### config.mk
export PLATFORM = sky130hd
export DESIGN_NAME = mux64_scan_ctrl
export DESIGN_NICKNAME = d
export VERILOG_FILES = /design/src/rtl/mux64_scan_ctrl.sv
export SDC_FILE = /design/constraint.sdc
export NUM_CORES = 1
export LEC_CHECK = 0
export ABC_AREA = 0
export ABC_CLOCK_PERIOD_IN_PS = 2000
export CAP_MARGIN = 25
export CORE_ASPECT_RATIO = 1.25
export CORE_UTILIZATION = 25
export DETAILED_ROUTE_END_ITERATION = 16
export GPL_ROUTABILITY_DRIVEN = 0
export PLACE_DENSITY = 0.46
export SLEW_MARGIN = 20
export SYNTH_ARGS = -nofsm -noshare
export SYNTH_HDL_FRONTEND = slang
export SYNTH_SLANG_ARGS = --single-unit
### constraint.sdc
create_clock -name clk -period 2 [get_ports clk]
set_input_delay 0.4 -clock clk [delete_from_list [all_inputs] [get_ports clk]]
set_output_delay 0.4 -clock clk [all_outputs]
set_load 0.01 [all_outputs]
### src/rtl/mux64_scan_ctrl.sv
// Scan controller for the 64:1 cell mux: steps the select from 0 to a latched
// last index and streams each sampled mux value out as a valid/ready beat.
module mux64_scan_ctrl #(
    parameter int WIDTH = 8,
    parameter int SELW  = 6
) (
    input  logic             clk,
    input  logic             reset_n,
    input  logic             start,
    input  logic             abort,
    input  logic [SELW-1:0]  last_idx,
    output logic [SELW-1:0]  sel,
    input  logic [WIDTH-1:0] mux_y,
    output logic             out_valid,
    input  logic             out_ready,
    output logic [WIDTH-1:0] out_data,
    output logic [SELW-1:0]  out_idx,
    output logic             out_last,
    output logic             busy,
    output logic             done
);

    typedef enum logic [1:0] {
        IDLE,
        SCAN,
        DRAIN
    } state_t;

    state_t            state_q;
    logic [SELW-1:0]   sel_q;
    logic [SELW-1:0]   lim_q;
    logic              valid_q;
    logic [WIDTH-1:0]  data_q;
    logic [SELW-1:0]   idx_q;
    logic              last_q;
    logic              done_q;
    logic              cap;

    // A new sample may be taken whenever the output slot is empty or being emptied.
    assign cap = (state_q == SCAN) && (!valid_q || out_ready);

    always_ff @(posedge clk or negedge reset_n) begin
        if (!reset_n) begin
            state_q <= IDLE;
            sel_q   <= '0;
            lim_q   <= '0;
            valid_q <= 1'b0;
            data_q  <= '0;
            idx_q   <= '0;
            last_q  <= 1'b0;
            done_q  <= 1'b0;
        end else begin
            done_q <= 1'b0;
            case (state_q)
                IDLE: begin
                    if (start && !abort) begin
                        lim_q   <= last_idx;
                        sel_q   <= '0;
                        state_q <= SCAN;
                    end
                end
                SCAN: begin
                    if (abort) begin
                        valid_q <= 1'b0;
                        sel_q   <= '0;
                        state_q <= IDLE;
                    end else if (cap) begin
                        data_q  <= mux_y;
                        idx_q   <= sel_q;
                        last_q  <= (sel_q == lim_q);
                        valid_q <= 1'b1;
                        // The select parks on the last index so it can never wrap.
                        if (sel_q == lim_q) begin
                            state_q <= DRAIN;
                        end else begin
                            sel_q <= sel_q + 1'b1;
                        end
                    end
                end
                DRAIN: begin
                    if (abort) begin
                        valid_q <= 1'b0;
                        sel_q   <= '0;
                        state_q <= IDLE;
                    end else if (valid_q && out_ready) begin
                        valid_q <= 1'b0;
                        if (last_q) begin
                            done_q  <= 1'b1;
                            sel_q   <= '0;
                            state_q <= IDLE;
                        end
                    end
                end
                default: begin
                    state_q <= IDLE;
                end
            endcase
        end
    end

    assign sel       = sel_q;
    assign out_valid = valid_q;
    assign out_data  = data_q;
    assign out_idx   = idx_q;
    assign out_last  = last_q;
    assign busy      = (state_q != IDLE);
    assign done      = done_q;

endmodule
==> flow_metrics.tcl, run 1 <==
set metrics [dict create \
    drv_cap 0 \
    synth-main-ff-cell "dfrtp_1" \
    holdCritStartpoint "out_idx[5]" \
    p_total_uw 1720 \
    syn_area_per_cell_um2 12.5 \
    finalSetupViolations 0 \
    core_region_area_um2 5820 \
    numCtsBuffers 5 \
    portBuffers 42 \
    n_fill_cell 588 \
    fin_crit_sh 0.935 \
    required_ns 1.60 \
    drtPass1Iterations 4 \
    end_kind "primary output" \
    hpwl_um 2550 \
    r2r_start "sel[2]" \
    power.internal_uw 1240 \
    worstSetupPathType "reg -> out" \
    comb_power_share 0.262 \
    fin_worst_skew_ns 0.00633 \
    reg2reg_to "sel[0]" \
    synthesis.nets 141 \
    pwr-share-seq 0.466 \
    dieWidth_um 71.6 \
    synth_edf_count 0 \
    synthCells 121 \
    clk_pin_slew_ns 0.06 \
    status "finished clean" \
    netlist_area_um2 1510 \
    fin_setup_tns_ns 0 \
    clk_latency_ns 0.28 \
    r2r.worst_path.cells 5 \
    ys_ff_latch 31 \
    hold_viol 0 \
    fmax_mhz 535 \
    ys_warn_count 0 \
    relSlewSlack 0.725 \
    viasPerCell 4.67 \
    htree_levels 2 \
    netlist.area_leader.share 0.513 \
    cts_sinks 31 \
    ys_seq_area_frac 0.513 \
    holdWs_ns 0.508 \
    ys_top_cells_by_area "dfrtp_1, mux2_2, xor2_1, nand2_1, o31ai_1" \
    drv_slew 0 \
    grt.total_usage 0.122 \
    vias 1121 \
    critPathLaunchType "register" \
    clockRootBuffer "clkbuf_8" \
    area_delta_synth_final_pct 40.4 \
    tritoncts "done" \
    drtIter0Drc 31 \
    antenna_cells 0 \
    holdPathStages 1 \
    ff2ff_setup_slack_ns 0.37 \
    antenna_found_initial 0 \
    power_density_nw_per_um2 811 \
    grt_overflow 0 \
    p_switching_uw 484 \
    layout.nets 193 \
    finalWirelength_um 3480 \
    wl_per_cell_um 14.5 \
    synthDistinctLibCells 40 \
    die-height_um 89.0 \
    fp.dieArea_um2 6370 \
    cts-hold-fix-buffers 0 \
    netSwitchingFraction 0.281 \
    cts_max_path_buffers 2 \
    start_util 0.260 \
    async_flop_share 1.00 \
    drive_gt1_frac 0.293 \
    grt_pass1_vias 1223 \
    ant_nets 0 \
    rsz0062_at_grt "false" \
    drc 0 \
    num_rows 31 \
    leakagePower_uw 0.000920 \
    min_to "out_idx[5]" \
    irDropWorstVdd_mv 0.367 \
    cts_setup_buffers 0 \
    hp-class "reg -> reg" \
    grt_first_pass_wirelength_um 5820 \
    crit_fanout 9 \
    worst_pin_slew_ns 0.412 \
    arrival_ns 1.47 \
    grt_max_degree 32 \
    clkPwrFrac 0.272 \
    fin_crit_ns 1.87 \
    io_pins 43 \
    synth_largest_area_cell "dfrtp_1" \
]
[cells in the mapped netlist (3+ instances only)]
library cell and count:
o21ai_0 3, nand2_1 6, xor2_1 5, nor2_1 4, nand3_1 4, dfrtp_1 31, mux2_2 21, o31ai_1 3
inv_1 3, nand2b_1 3, a21oi_1 3
[worst max-delay path by stage]
| stage | startpoint | end | slack, ns | cells past startpoint |
|---|---|---|---|---|
| 6_report | state_q[0] | busy | 0.13 | 3 |
| 5_1_grt | state_q[0] | busy | 0.06 | 3 |
| 3_3_place_gp | out_ready | sel[2] | 0.05 | 6 |
| 3_5_place_dp | out_ready | sel[2] | -0.02 | 6 |
| 4_1_cts | state_q[0] | busy | 0.04 | 3 |
| 2_1_floorplan | sel[2] | state_q[0] | 0.45 | 7 |
[power by group through the flow]
stage	sequential (uW)	clock, uW	combinational, uW
after detailed placement	816	0	456
after floorplan	830	0	190
final	803	469	452
after CTS	805	494	459
after global routing	818	522	491
after global placement	812	0	450
[cell usage in the layout, fill, tap and decap left out, drive strengths merged, types with 2 or more instances in the layout]
cell type / Yosys / final
mux2: 21 / 21
and2: 2 / 2
a21oi: 3 / 3
xor2: 6 / 6
o211ai: 3 / 3
or4: 2 / 2
nor2: 5 / 5
buf: 5 / 8
clkdlybuf4s50: 0 / 42
clkinv: 0 / 3
nor2b: 2 / 2
o21ai: 4 / 4
nor4: 2 / 2
nand2b: 4 / 4
or2: 2 / 2
inv: 3 / 3
nand3: 4 / 4
o31ai: 3 / 3
clkbuf: 0 / 5
nand2: 7 / 7
dfrtp: 31 / 31
[repair_timing]
item                       4_1_cts  5_1_grt
resized for setup                0        1
hold endpoints to repair         0        0
setup endpoints to repair        0        1
[critical path: stages (launching register included)]
cell	delay (ns)
dfrtp_2	0.48
nor2_1	0.16
inv_1	0.07
clkdlybuf4s50_1	0.48
[sequential cells by signal (all words and copies together), names as in the netlist]
name       flops
lim_q          6
state_q        2
out_valid      1
sel            6
done           1
out_last       1
out_idx        6
out_data       8
[area by class of cell]
cell class | count | area, um2 | area share
multi-input cells | 82 | 689 | 0.324
clock inverters | 3 | 15.0 | 0.00707
repair buffers | 50 | 480 | 0.226
inverters | 3 | 11.3 | 0.00530
clock buffers | 5 | 68.8 | 0.0324
flip-flops and latches | 31 | 777 | 0.366
well taps | 66 | 82.6 | 0.0389
[routing by layer]
layer	GRT usage	up-vias	share of wire
met5	0	-	0
met4	0.0588	0	0.021
met3	0.0372	7	0.047
met2	0.212	28	0.51
met1	0.138	550	0.42
li1	-	536	-
[stage by stage]
stage	worst slack (ns)	instance area, um2	instances	util
after global routing	0.0607	2120	240	0.365
after CTS	0.0427	2120	240	0.365
after floorplan	0.447	1510	121	-
after global placement	0.0540	2040	232	0.351
after detailed placement	-0.0189	2040	232	0.351
final	0.130	2120	240	0.365
[cells by family after synthesis]
kind of cell	after synthesis	share of synthesized area
simple gates	35	0.155
flops	31	0.513
mux	21	0.156
compound gates	19	0.0959
buf+inv	8	0.0314
xor+xnor	6	0.0397
fa+ha+maj	1	0.00827
Power figures use the tool's default switching activity.
==> inputs of run 2 (changes only) <==
- CAP_MARGIN: 25 -> not set
- CORE_ASPECT_RATIO: 1.25 -> not set
==> run 2 against run 1 <==
Compared with the run above: clock-buffer cell count increased by 3; die area about the same; highest routed layer unchanged; largest cell class unchanged; clock skew decreased by 0.0019 ns; final area increased by 0.71%.
==> flow_metrics.tcl, run 2 (synthesis gave the netlist of run 1 again) <==
set metrics [dict create \
    status "finished clean" \
    ff2ff_setup_slack_ns 0.34 \
    wl_per_cell_um 13.4 \
    fin_util 0.377 \
    rsz0062_at_grt "false" \
    clk_latency_ns 0.28 \
    cts_resized 0 \
    arrival_ns 1.52 \
    worst_pin_slew_ns 0.400 \
    drive_gt1_frac 0.277 \
    clockRootBuffer "clkbuf_8" \
    fin_setup_tns_ns 0 \
    preCtsSetupSlack_ns -0.0652 \
    grt_max_degree 32 \
    drv_slew 0 \
    r2r_start "sel[2]" \
    layout.nets 192 \
    drc 0 \
    grtUsageMet1 0.136 \
    num_rows 27 \
    area_delta_synth_final_pct 41.4 \
    portBuffers 42 \
    holdPathStages 1 \
    core_region_area_um2 5680 \
    antenna_cells 0 \
    clk_pin_slew_ns 0.06 \
    cts_setup_buffers 0 \
    antenna_found_initial 0 \
    leakagePower_uw 0.000920 \
    largest_reg_flops 8 \
    grt.total_usage 0.121 \
    grt_busiest_layer "met2" \
    viasPerCell 4.62 \
    fp.dieArea_um2 6370 \
    critPathLaunchType "register" \
    htree_levels 2 \
    r2r.worst_path.cells 5 \
    grt_first_pass_wirelength_um 5760 \
    drtIter0Drc 96 \
    required_ns 1.60 \
    finalSetupViolations 0 \
    die-height_um 79.8 \
    irDropWorstVdd_mv 0.398 \
    fin_crit_ns 1.92 \
    hp-class "reg -> reg" \
    drv_cap 0 \
    crit_family "buffers and inverters" \
    relSlewSlack 0.734 \
    layout_common_cells "clkdlybuf4s50_1, dfrtp_1, mux2_2" \
    final_common_cell "clkdlybuf4s50_1" \
    start_util 0.267 \
    holdCritStartpoint "out_idx[3]" \
    fin_ws_ns 0.0808 \
    fin_crit_sh 0.960 \
    max_stage_delay_ns 0.53 \
    cts_max_path_buffers 2 \
    numCtsBuffers 5 \
    fin_worst_skew_ns 0.00442 \
    ant_nets 0 \
    tritoncts "done" \
    hpwl_um 2440 \
    min_to "out_idx[3]" \
    hold_viol 0 \
    finalWirelength_um 3270 \
    reg2reg_to "sel[0]" \
    fmax_mhz 521 \
    grtUsageMet2 0.196 \
    grt_overflow 0 \
    crit_chain "nor2_1, inv_1, clkdlybuf4s50_1" \
    end_kind "primary output" \
    vias 1132 \
    drtPass1Iterations 4 \
    power_density_nw_per_um2 834 \
    grtUsageMet3 0.0240 \
    worst_path_max_delay_cell "clkdlybuf4s50_1" \
    worstSetupPathType "reg -> out" \
    dieWidth_um 79.8 \
    cp_num_buf_inv 2 \
    io_pins 43 \
    grt_pass1_vias 1281 \
    crit_fanout 9 \
    cts-hold-fix-buffers 0 \
    cts_sinks 31 \
]
run 2: how the worst max path moves through the flow:
| stage | slack, ns | end | depth (start not counted) | from |
|---|---|---|---|---|
| final | 0.08 | busy | 3 | state_q[0] |
| after global routing | 0.003 | busy | 3 | state_q[0] |
| after CTS | 0.07 | busy | 3 | state_q[0] |
| after detailed placement | -0.07 | sel[2] | 6 | out_ready |
| after global placement | 0.03 | sel[2] | 6 | out_ready |
| after floorplan | 0.45 | state_q[0] | 7 | sel[2] |
run 2: worst register-to-register path, stage by stage (launching register included):
cell	delay, ns
dfrtp_1	0.50
xor2_2	0.20
nor4_2	0.37
and3_4	0.27
or2_2	0.13
o21ai_0	0.08
run 2: per-layer routing:
metal	vias up	wire length (um)	share of wire
li1	538	-	-
met1	546	1370	0.42
met3	12	138	0.042
met2	36	1630	0.50
met5	-	0	0
met4	0	131	0.040
run 2: area by class of cell:
type | count | area (um2)
Fill cell | 545 | 3540
Sequential cell | 31 | 776
Multi-Input combinational cell | 82 | 689
Timing Repair Buffer | 49 | 473
Clock buffer | 8 | 100
Tap cell | 72 | 90.1
Inverter | 3 | 11.3
run 2: stage by stage:
| stage | power (uW) | area (um2) | hold WS, ns | cells |
|---|---|---|---|---|
| 2_1_floorplan | 1020 | 1510 | 0.104 | 121 |
| 3_3_place_gp | 1260 | 2040 | 0.490 | 237 |
| 3_5_place_dp | 1270 | 2040 | 0.497 | 237 |
| 4_1_cts | 1820 | 2140 | 0.513 | 245 |
| 5_1_grt | 1890 | 2140 | 0.543 | 245 |
| 6_report | 1780 | 2140 | 0.511 | 245 |
run 2: report_power, final:
group	total, uW	switching (uW)	leakage (uW)	internal [uW]
Clock	531	217	0.0000515	313
Sequential	803	76.5	0.000397	727
Combinational	451	174	0.000471	276
==> inputs of run 3 (changes only) <==
- CORE_MARGIN: not set -> 5
==> run 3 against run 2 <==
Compared with the run above: clock skew is 0.0027 ns lower; sequential share of layout area is 0.57 points lower; non-clock buffer count increased by 2; register-to-register slack worse by 0.07 ns; utilization down 0.71 points; flip-flop and latch count unchanged; critical endpoint unchanged; largest power group unchanged.
==> flow_metrics.tcl, run 3 (synthesis gave the netlist of run 1 again) <==
set metrics [dict create \
    status "finished clean" \
    finalWirelength_um 3570 \
    end_kind "primary output" \
    p_total_uw 1890 \
    layout_common_cells "clkdlybuf4s50_1, dfrtp_1, mux2_2" \
    highest_layer "met4" \
    area_delta_synth_final_pct 43.9 \
    vias 1129 \
    fin_worst_skew_ns 0.00174 \
    drv_cap 0 \
    drc 0 \
    core_region_area_um2 5890 \
    layout.nets 194 \
    largest_reg_flops 8 \
    arrival_ns 1.48 \
    drive_gt1_frac 0.297 \
    drtPass1Iterations 4 \
    critPathLaunchType "register" \
    wl_met3_um 162 \
    cts_resized 0 \
    cts_sinks 31 \
    numCtsBuffers 5 \
    final_cells 250 \
    irDropWorstVdd_mv 0.259 \
    worst_path_max_delay_cell "dfrtp_2" \
    crit_chain "nor2_1, inv_1, clkdlybuf4s50_1" \
    drtIter0Drc 62 \
    dieWidth_um 87.8 \
    drv_slew 0 \
    cts-hold-fix-buffers 0 \
    worstSetupPathType "reg -> out" \
    grt.total_usage 0.102 \
    fin_crit_ns 1.88 \
    crit_fanout 9 \
    tritoncts "done" \
    drt-met1-wl_um 1480 \
    max_stage_delay_ns 0.48 \
    ff2ff_setup_slack_ns 0.27 \
    hold_viol 0 \
    htree_levels 2 \
    grt_max_degree 32 \
    final_common_cell "clkdlybuf4s50_1" \
    rsz0062_at_grt "false" \
    wl_met2_um 1850 \
    viasPerCell 4.52 \
    finalSetupViolations 0 \
    worst_pin_slew_ns 0.405 \
    r2r_start "sel[2]" \
    grt_overflow 0 \
    holdPathStages 1 \
    cts_setup_buffers 0 \
    reg2reg_to "state_q[1]" \
    fin_crit_sh 0.938 \
    antenna_cells 0 \
    wl_per_cell_um 14.3 \
    fmax_mhz 533 \
    num_rows 28 \
    leakagePower_uw 0.000938 \
    fp.dieArea_um2 7710 \
    grt_pass1_vias 1238 \
    grt_first_pass_wirelength_um 6040 \
    holdCritStartpoint "out_data[3]" \
    power_density_nw_per_um2 868 \
    hpwl_um 2720 \
    clockRootBuffer "clkbuf_8" \
    min_to "out_data[3]" \
    clk_latency_ns 0.28 \
    placed_cells 242 \
    start_util 0.257 \
    holdWs_ns 0.504 \
    io_pins 43 \
    r2r.worst_path.cells 5 \
    clk_pin_slew_ns 0.06 \
    n_fill_cell 594 \
    ant_nets 0 \
    required_ns 1.60 \
    antenna_found_initial 0 \
    die-height_um 87.8 \
    cts_max_path_buffers 2 \
    portBuffers 42 \
    hp-class "reg -> reg" \
    relSlewSlack 0.727 \
    fin_setup_tns_ns 0 \
]
-- run 3: cell count changes in the layout (fill, tap and decap cells not counted), sizes merged --
cell and delta:
bufinv +1, clkbuf -2, buf +2, clkinv +1
-- run 3: stage by stage --
stage	util	setup slack [ns]	area, um2
after floorplan	-	0.447	1510
after global placement	0.350	0.0531	2060
after detailed placement	0.350	0.0188	2060
after CTS	0.370	0.0458	2180
after global routing	0.370	0.0345	2180
final	0.370	0.124	2180
-- run 3: cell type report --
class                   count  area (um2)  share of cell area
inverters                   3        11.3             0.00517
well taps                  75        93.8              0.0431
clock inverters             2        35.0              0.0161
flip-flops and latches     31         777               0.357
clock buffers               6        82.6              0.0379
repair buffers             51         488               0.224
multi-input cells          82         689               0.317
-- run 3: report_power, final --
| part | internal [uW] | switching [uW] |
|---|---|---|
| registers | 727 | 75.4 |
| clock network | 403 | 230 |
| logic | 278 | 177 |
-- run 3: worst max-delay path by stage --
stage / start / end / slack, ns / cells past startpoint
final: state_q[0] / busy / 0.12 / 3
after global placement: out_ready / sel[2] / 0.05 / 6
after CTS: state_q[0] / busy / 0.05 / 3
after global routing: state_q[0] / busy / 0.03 / 3
after floorplan: sel[2] / state_q[0] / 0.45 / 7
after detailed placement: out_ready / sel[2] / 0.02 / 6
-- run 3: critical path, delay by kind of cell, from the launching register on --
| family | cells | cell delay [ns] |
|---|---|---|
| simple gates | 1 | 0.17 |
| buf+inv | 2 | 0.55 |
| flops | 1 | 0.48 |
-- run 3: routing by layer --
layer,vias to the layer above,track usage
met1,553,0.122
met4,0,0.0474
li1,543,-
met5,-,0
met3,6,0.0254
met2,27,0.173
